$ cat config.mk
export PLATFORM = sky130hd
export DESIGN_NAME = regfile_seq
export DESIGN_NICKNAME = d
export VERILOG_FILES = /design/src/rtl/regfile_seq.sv
export SDC_FILE = /design/constraint.sdc
export NUM_CORES = 1
export LEC_CHECK = 0
export CAP_MARGIN = 5
export CELL_PAD_IN_SITES_DETAIL_PLACEMENT = 0
export CELL_PAD_IN_SITES_GLOBAL_PLACEMENT = 1
export CORE_ASPECT_RATIO = 0.9
export CORE_MARGIN = 5
export CORE_UTILIZATION = 42
export CTS_CLUSTER_SIZE = 10
export DETAILED_ROUTE_END_ITERATION = 12
export MAX_ROUTING_LAYER = met4
export PLACE_DENSITY_LB_ADDON = 0.1
export SYNTH_ARGS = -nofsm -noshare
export SYNTH_HDL_FRONTEND = slang
export SYNTH_SLANG_ARGS = --single-unit
export TNS_END_PERCENT = 10
$ cat constraint.sdc
create_clock -name CLK -period 3.3 [get_ports CLK]
set_input_delay 0.66 -clock CLK [delete_from_list [all_inputs] [get_ports CLK]]
set_output_delay 0.66 -clock CLK [all_outputs]
set_load 0.1 [all_outputs]
$ cat src/rtl/regfile_seq.sv
// Four-phase instruction sequencer driving an external register file:
// IDLE accepts, READ addresses the file, EXEC computes, WB writes back.
module regfile_seq #(
  parameter int unsigned DW = 8,
  parameter int unsigned AW = 3
) (
  input  logic          CLK,
  input  logic          RESET_N,
  input  logic [15:0]   INSTR,
  input  logic          VALID,
  output logic          READY,
  input  logic          ERR_CLR,
  input  logic [DW-1:0] DataA,
  input  logic [DW-1:0] DataB,
  output logic [AW-1:0] SA,
  output logic [AW-1:0] SB,
  output logic [AW-1:0] DR,
  output logic          LD,
  output logic [DW-1:0] D_in,
  output logic          DONE,
  output logic          Z,
  output logic          C,
  output logic          ERR
);

  localparam int unsigned OPW  = 4;
  localparam int unsigned IMMW = 8;

  localparam logic [OPW-1:0] OP_NOP = 4'd0;
  localparam logic [OPW-1:0] OP_MOV = 4'd1;
  localparam logic [OPW-1:0] OP_ADD = 4'd2;
  localparam logic [OPW-1:0] OP_SUB = 4'd3;
  localparam logic [OPW-1:0] OP_AND = 4'd4;
  localparam logic [OPW-1:0] OP_OR  = 4'd5;
  localparam logic [OPW-1:0] OP_XOR = 4'd6;
  localparam logic [OPW-1:0] OP_LDI = 4'd7;
  localparam logic [OPW-1:0] OP_SHR = 4'd8;
  localparam logic [OPW-1:0] OP_SHL = 4'd9;

  typedef enum logic [1:0] {
    IDLE = 2'd0,
    READ = 2'd1,
    EXEC = 2'd2,
    WB   = 2'd3
  } state_t;

  state_t          state;
  logic [OPW-1:0]  op_q;
  logic [IMMW-1:0] imm_q;

  logic [DW:0]     alu_wide_c;
  logic [DW-1:0]   alu_res_c;
  logic            alu_carry_c;
  logic            alu_wr_c;
  logic            alu_illegal_c;

  // ALU: combinational on the latched opcode and the register-file read data
  always_comb begin
    alu_wide_c    = '0;
    alu_res_c     = '0;
    alu_carry_c   = 1'b0;
    alu_wr_c      = 1'b1;
    alu_illegal_c = 1'b0;
    unique case (op_q)
      OP_MOV: alu_res_c = DataA;
      OP_ADD: begin
        alu_wide_c  = {1'b0, DataA} + {1'b0, DataB};
        alu_res_c   = alu_wide_c[DW-1:0];
        alu_carry_c = alu_wide_c[DW];
      end
      OP_SUB: begin
        // the extra top bit of a DW+1 subtraction is the borrow (A < B)
        alu_wide_c  = {1'b0, DataA} - {1'b0, DataB};
        alu_res_c   = alu_wide_c[DW-1:0];
        alu_carry_c = alu_wide_c[DW];
      end
      OP_AND: alu_res_c = DataA & DataB;
      OP_OR:  alu_res_c = DataA | DataB;
      OP_XOR: alu_res_c = DataA ^ DataB;
      OP_LDI: alu_res_c = DW'(imm_q);
      OP_SHR: begin
        alu_res_c   = DataA >> 1;
        alu_carry_c = DataA[0];
      end
      OP_SHL: begin
        alu_res_c   = DataA << 1;
        alu_carry_c = DataA[DW-1];
      end
      OP_NOP: alu_wr_c = 1'b0;
      default: begin
        alu_wr_c      = 1'b0;
        alu_illegal_c = 1'b1;
      end
    endcase
  end

  // Sequencer with all outputs registered
  always_ff @(posedge CLK or negedge RESET_N) begin
    if (!RESET_N) begin
      state <= IDLE;
      op_q  <= '0;
      imm_q <= '0;
      READY <= 1'b1;
      SA    <= '0;
      SB    <= '0;
      DR    <= '0;
      LD    <= 1'b0;
      D_in  <= '0;
      DONE  <= 1'b0;
      Z     <= 1'b0;
      C     <= 1'b0;
      ERR   <= 1'b0;
    end else begin
      LD   <= 1'b0;
      DONE <= 1'b0;
      if (ERR_CLR) begin
        ERR <= 1'b0;
      end
      unique case (state)
        IDLE: begin
          if (VALID && READY) begin
            op_q  <= INSTR[15:12];
            imm_q <= INSTR[7:0];
            DR    <= AW'(INSTR[11:9]);
            SA    <= AW'(INSTR[8:6]);
            SB    <= AW'(INSTR[5:3]);
            READY <= 1'b0;
            state <= READ;
          end
        end
        READ: state <= EXEC;
        EXEC: begin
          DONE  <= 1'b1;
          state <= WB;
          if (alu_wr_c) begin
            LD   <= 1'b1;
            D_in <= alu_res_c;
            Z    <= (alu_res_c == '0);
            C    <= alu_carry_c;
          end
          // placed after the clear so a coincident set wins
          if (alu_illegal_c) begin
            ERR <= 1'b1;
          end
        end
        WB: begin
          READY <= 1'b1;
          state <= IDLE;
        end
        default: state <= IDLE;
      endcase
    end
  end

endmodule

==> impl_metrics.toml <==
[worst_setup_path]
endpoint_kind = "register"
arrival_ns = 3.24
reg2reg_from = "op_q[3]"
r2r_end = "Z"
cp_max_fo = 4
path_buf_inv = 3
criticalPathCategory = "in2reg"
start_kind = "input pin"
crit_top_cell = "inv_1"
rrSetupSlack_ns = 0.70
worstPathRequired_ns = 3.48
crit_path_top_delay_cell = "clkdlybuf4s50_1"
cp_cell_sequence = "clkdlybuf4s50_1 -> inv_1 -> ha_1 -> inv_1 -> fa_1 -> nor3b_1 -> nor3_1 -> mux2i_1 -> a211oi_1 -> nand4_1 -> o41ai_2"
ff2ff_path_depth = 6
max_stage_delay_ns = 0.46
crit_family = "simple AND/OR/NAND/NOR gates"

[yosys]
synth_cell_types = 64
synthMuxAreaShare_pct = 11.2
syn-cell-area_mm2 = 0.00292
yosysWarnings = 0
synthArstFlopShare_pct = 100
synth_nets = 394
synthXorXnorAreaFrac_pct = 0.300
ys.flop_type = "dfrtp_1"
synth_fa_ha_area_share_pct = 13.4
avgSynthCellArea_um2 = 8.90
synth_edf_count = 0
seq_area_frac_synth_pct = 27.5
synth_top_family_by_area = "compound AO/OA/AOI/OAI gates"
ys_ff_latch = 32
synth-compound-area-share_pct = 19.5
syn_inst = 328
synthTopCellsByCount = "dfrtp_1, ha_1, inv_1"
synth.top_cell.area_share_pct = 26.6
synthSimpleGateAreaFrac_pct = 18.9
synth_area_leaders = "dfrtp_1, ha_1, mux2_2"
yosysMostFrequentCell = "dfrtp_1"
synth_top_cell_by_area = "dfrtp_1"

[worst_hold_path]
min_path_cells = 2
min_from = "D_in[1]"
hold_path.class = "reg2reg"
worstHoldEndpoint = "D_in[1]"

[routing]
drt_pass1_iterations = 4
drc = 0
wl_um = 8090
ant_nets = 0
vias = 2625
avgRoutedWirePerCell_um = 17.3
first_iter_violations = 228
vias_per_cell = 5.61

[global_route]
grt_overflow = 0
track_usage_pct = 19.2
antenna_found_initial = 0
grt_pass1_vias = 2523
grt_max_degree = 34
grt_pass1_wl_um = 13000

[sta]
slew_viol_final = 0
tightest_slew_ns = 0.825
clock_skew_ns = 0.00666
timing.final.ws_setup_ns = 0.238
hold_slack_ns = 0.491
period_minus_slack_ns = 3.06
hold_viol_final = 0
max_freq_mhz = 327
final.setup.tns_ns = 0
slew_headroom_pct = 45.0
min_period_over_period_pct = 92.8
rsz0062_at_grt = "false"
setup_viol = 0

[die]
start_util_pct = 43.9
die_h_um = 89.1
std_cell_rows = 28
die_w_um = 97.9
io_pins = 59
dieArea_mm2 = 0.00872
core-area_mm2 = 0.00666

[clock_network]
cts_buffers = 5
cts_sinks = 32
clk_latency_ns = 0.28
clockBufferDepth = 2
clk_pin_slew_ns = 0.07
cts_hold_buf = 0
cts_tree = "done"
post_cts_buffers = 0
post_cts_resize_count = 0
cts_root_buffer = "clkbuf_8"
htreeDepth = 2

[pwr]
power.total_w = 0.00371
peakVddDrop_mv = 0.783
power_density_mw_per_mm2 = 1030
p_leak_nw = 1.62

[flow_run]
cap_violations = 0

[outcome]
status = "complete, no violations"

[placement]
hpwl_um = 6150
gp_congestion = 0.921
portBuffers = 58
post-place-ws_ns = -0.0361

[layout]
layout-drive-gt1-share_pct = 19.3
nNetsFinal = 443
diodes = 0
area_growth_pct = 22.9
==> metrics by stage <==
stage | utilization [%] | std cells | cell area, um2
after floorplan | - | 328 | 2920
after global placement | 52.2 | 460 | 3480
after detailed placement | 52.2 | 460 | 3480
after CTS | 53.9 | 468 | 3590
after global routing | 53.9 | 468 | 3590
final | 53.9 | 468 | 3590
==> power by group <==
part           internal (W)  switching (W)
registers          0.000585       0.000256
clock network      0.000223       0.000151
logic              0.000767        0.00173
total               0.00158        0.00213
==> flip-flops by register name (all words and copies together) (netlist names), 2 cells and up <==
signal and count:
SA 3, op_q 4, state 2, DR 3, SB 2, imm_q 4
D_in 8
==> final cells by class <==
cell class / count / area, um2
clock buffers: 5 / 68.8
flip-flops and latches: 32 / 802
well taps: 90 / 113
fillers: 650 / 3070
multi-input cells: 240 / 1850
clock inverters: 3 / 42.5
repair buffers: 69 / 606
inverters: 29 / 109
==> tightest hold or removal path: stages (launching register included) <==
cell	delay (ns)
dfrtp_1	0.36
nand2_1	0.05
nand2_1	0.05
==> cells in the final DEF, fill, tap and decap left out, drive strengths merged, types with 3 or more instances in the layout <==
cell	synthesis	final
clkdlybuf4s50	0	35
buf	23	34
dfrtp	31	31
inv	28	28
ha	28	28
o21ai	21	21
mux2	21	21
nand2	20	20
nor2	16	16
a21oi	13	13
nor2b	12	12
mux2i	9	9
nand3	8	8
nor3	8	8
nor3b	6	6
nand2b	5	5
clkbuf	4	5
o211ai	4	4
nand4	4	4
o31ai	3	3
and3	3	3
nand3b	3	3
a211o	3	3
a31oi	3	3
==> cell families after synthesis <==
logic type	Yosys count
adders and majority gates	30
DFF	32
AOI/OAI and AO/OA	81
muxes	30
buffers and inverters	56
xor gates and xnor gates	1
and+or+nand+nor	98
==> metal layers <==
| layer | vias to the layer above | share of wire [%] | track usage (%) |
|---|---|---|---|
| li1 | 1264 | - | - |
| met1 | 1265 | 46 | 27.4 |
| met2 | 88 | 46 | 28.5 |
| met3 | 8 | 6.0 | 3.67 |
| met4 | 0 | 1.3 | 3.90 |
| met5 | - | 0 | - |
==> worst max path at each step <==
stage / startpoint / to / slack [ns] / cells after the start
after floorplan: DataA[0] / Z / 0.81 / 10
after global placement: DataB[1] / Z / 0.12 / 9
after detailed placement: DataA[0] / Z / -0.04 / 11
after CTS: DataA[0] / Z / 0.24 / 11
after global routing: DataA[0] / Z / 0.05 / 11
final: DataA[0] / Z / 0.24 / 11
No activity file was read; power rests on OpenSTA's default activity.
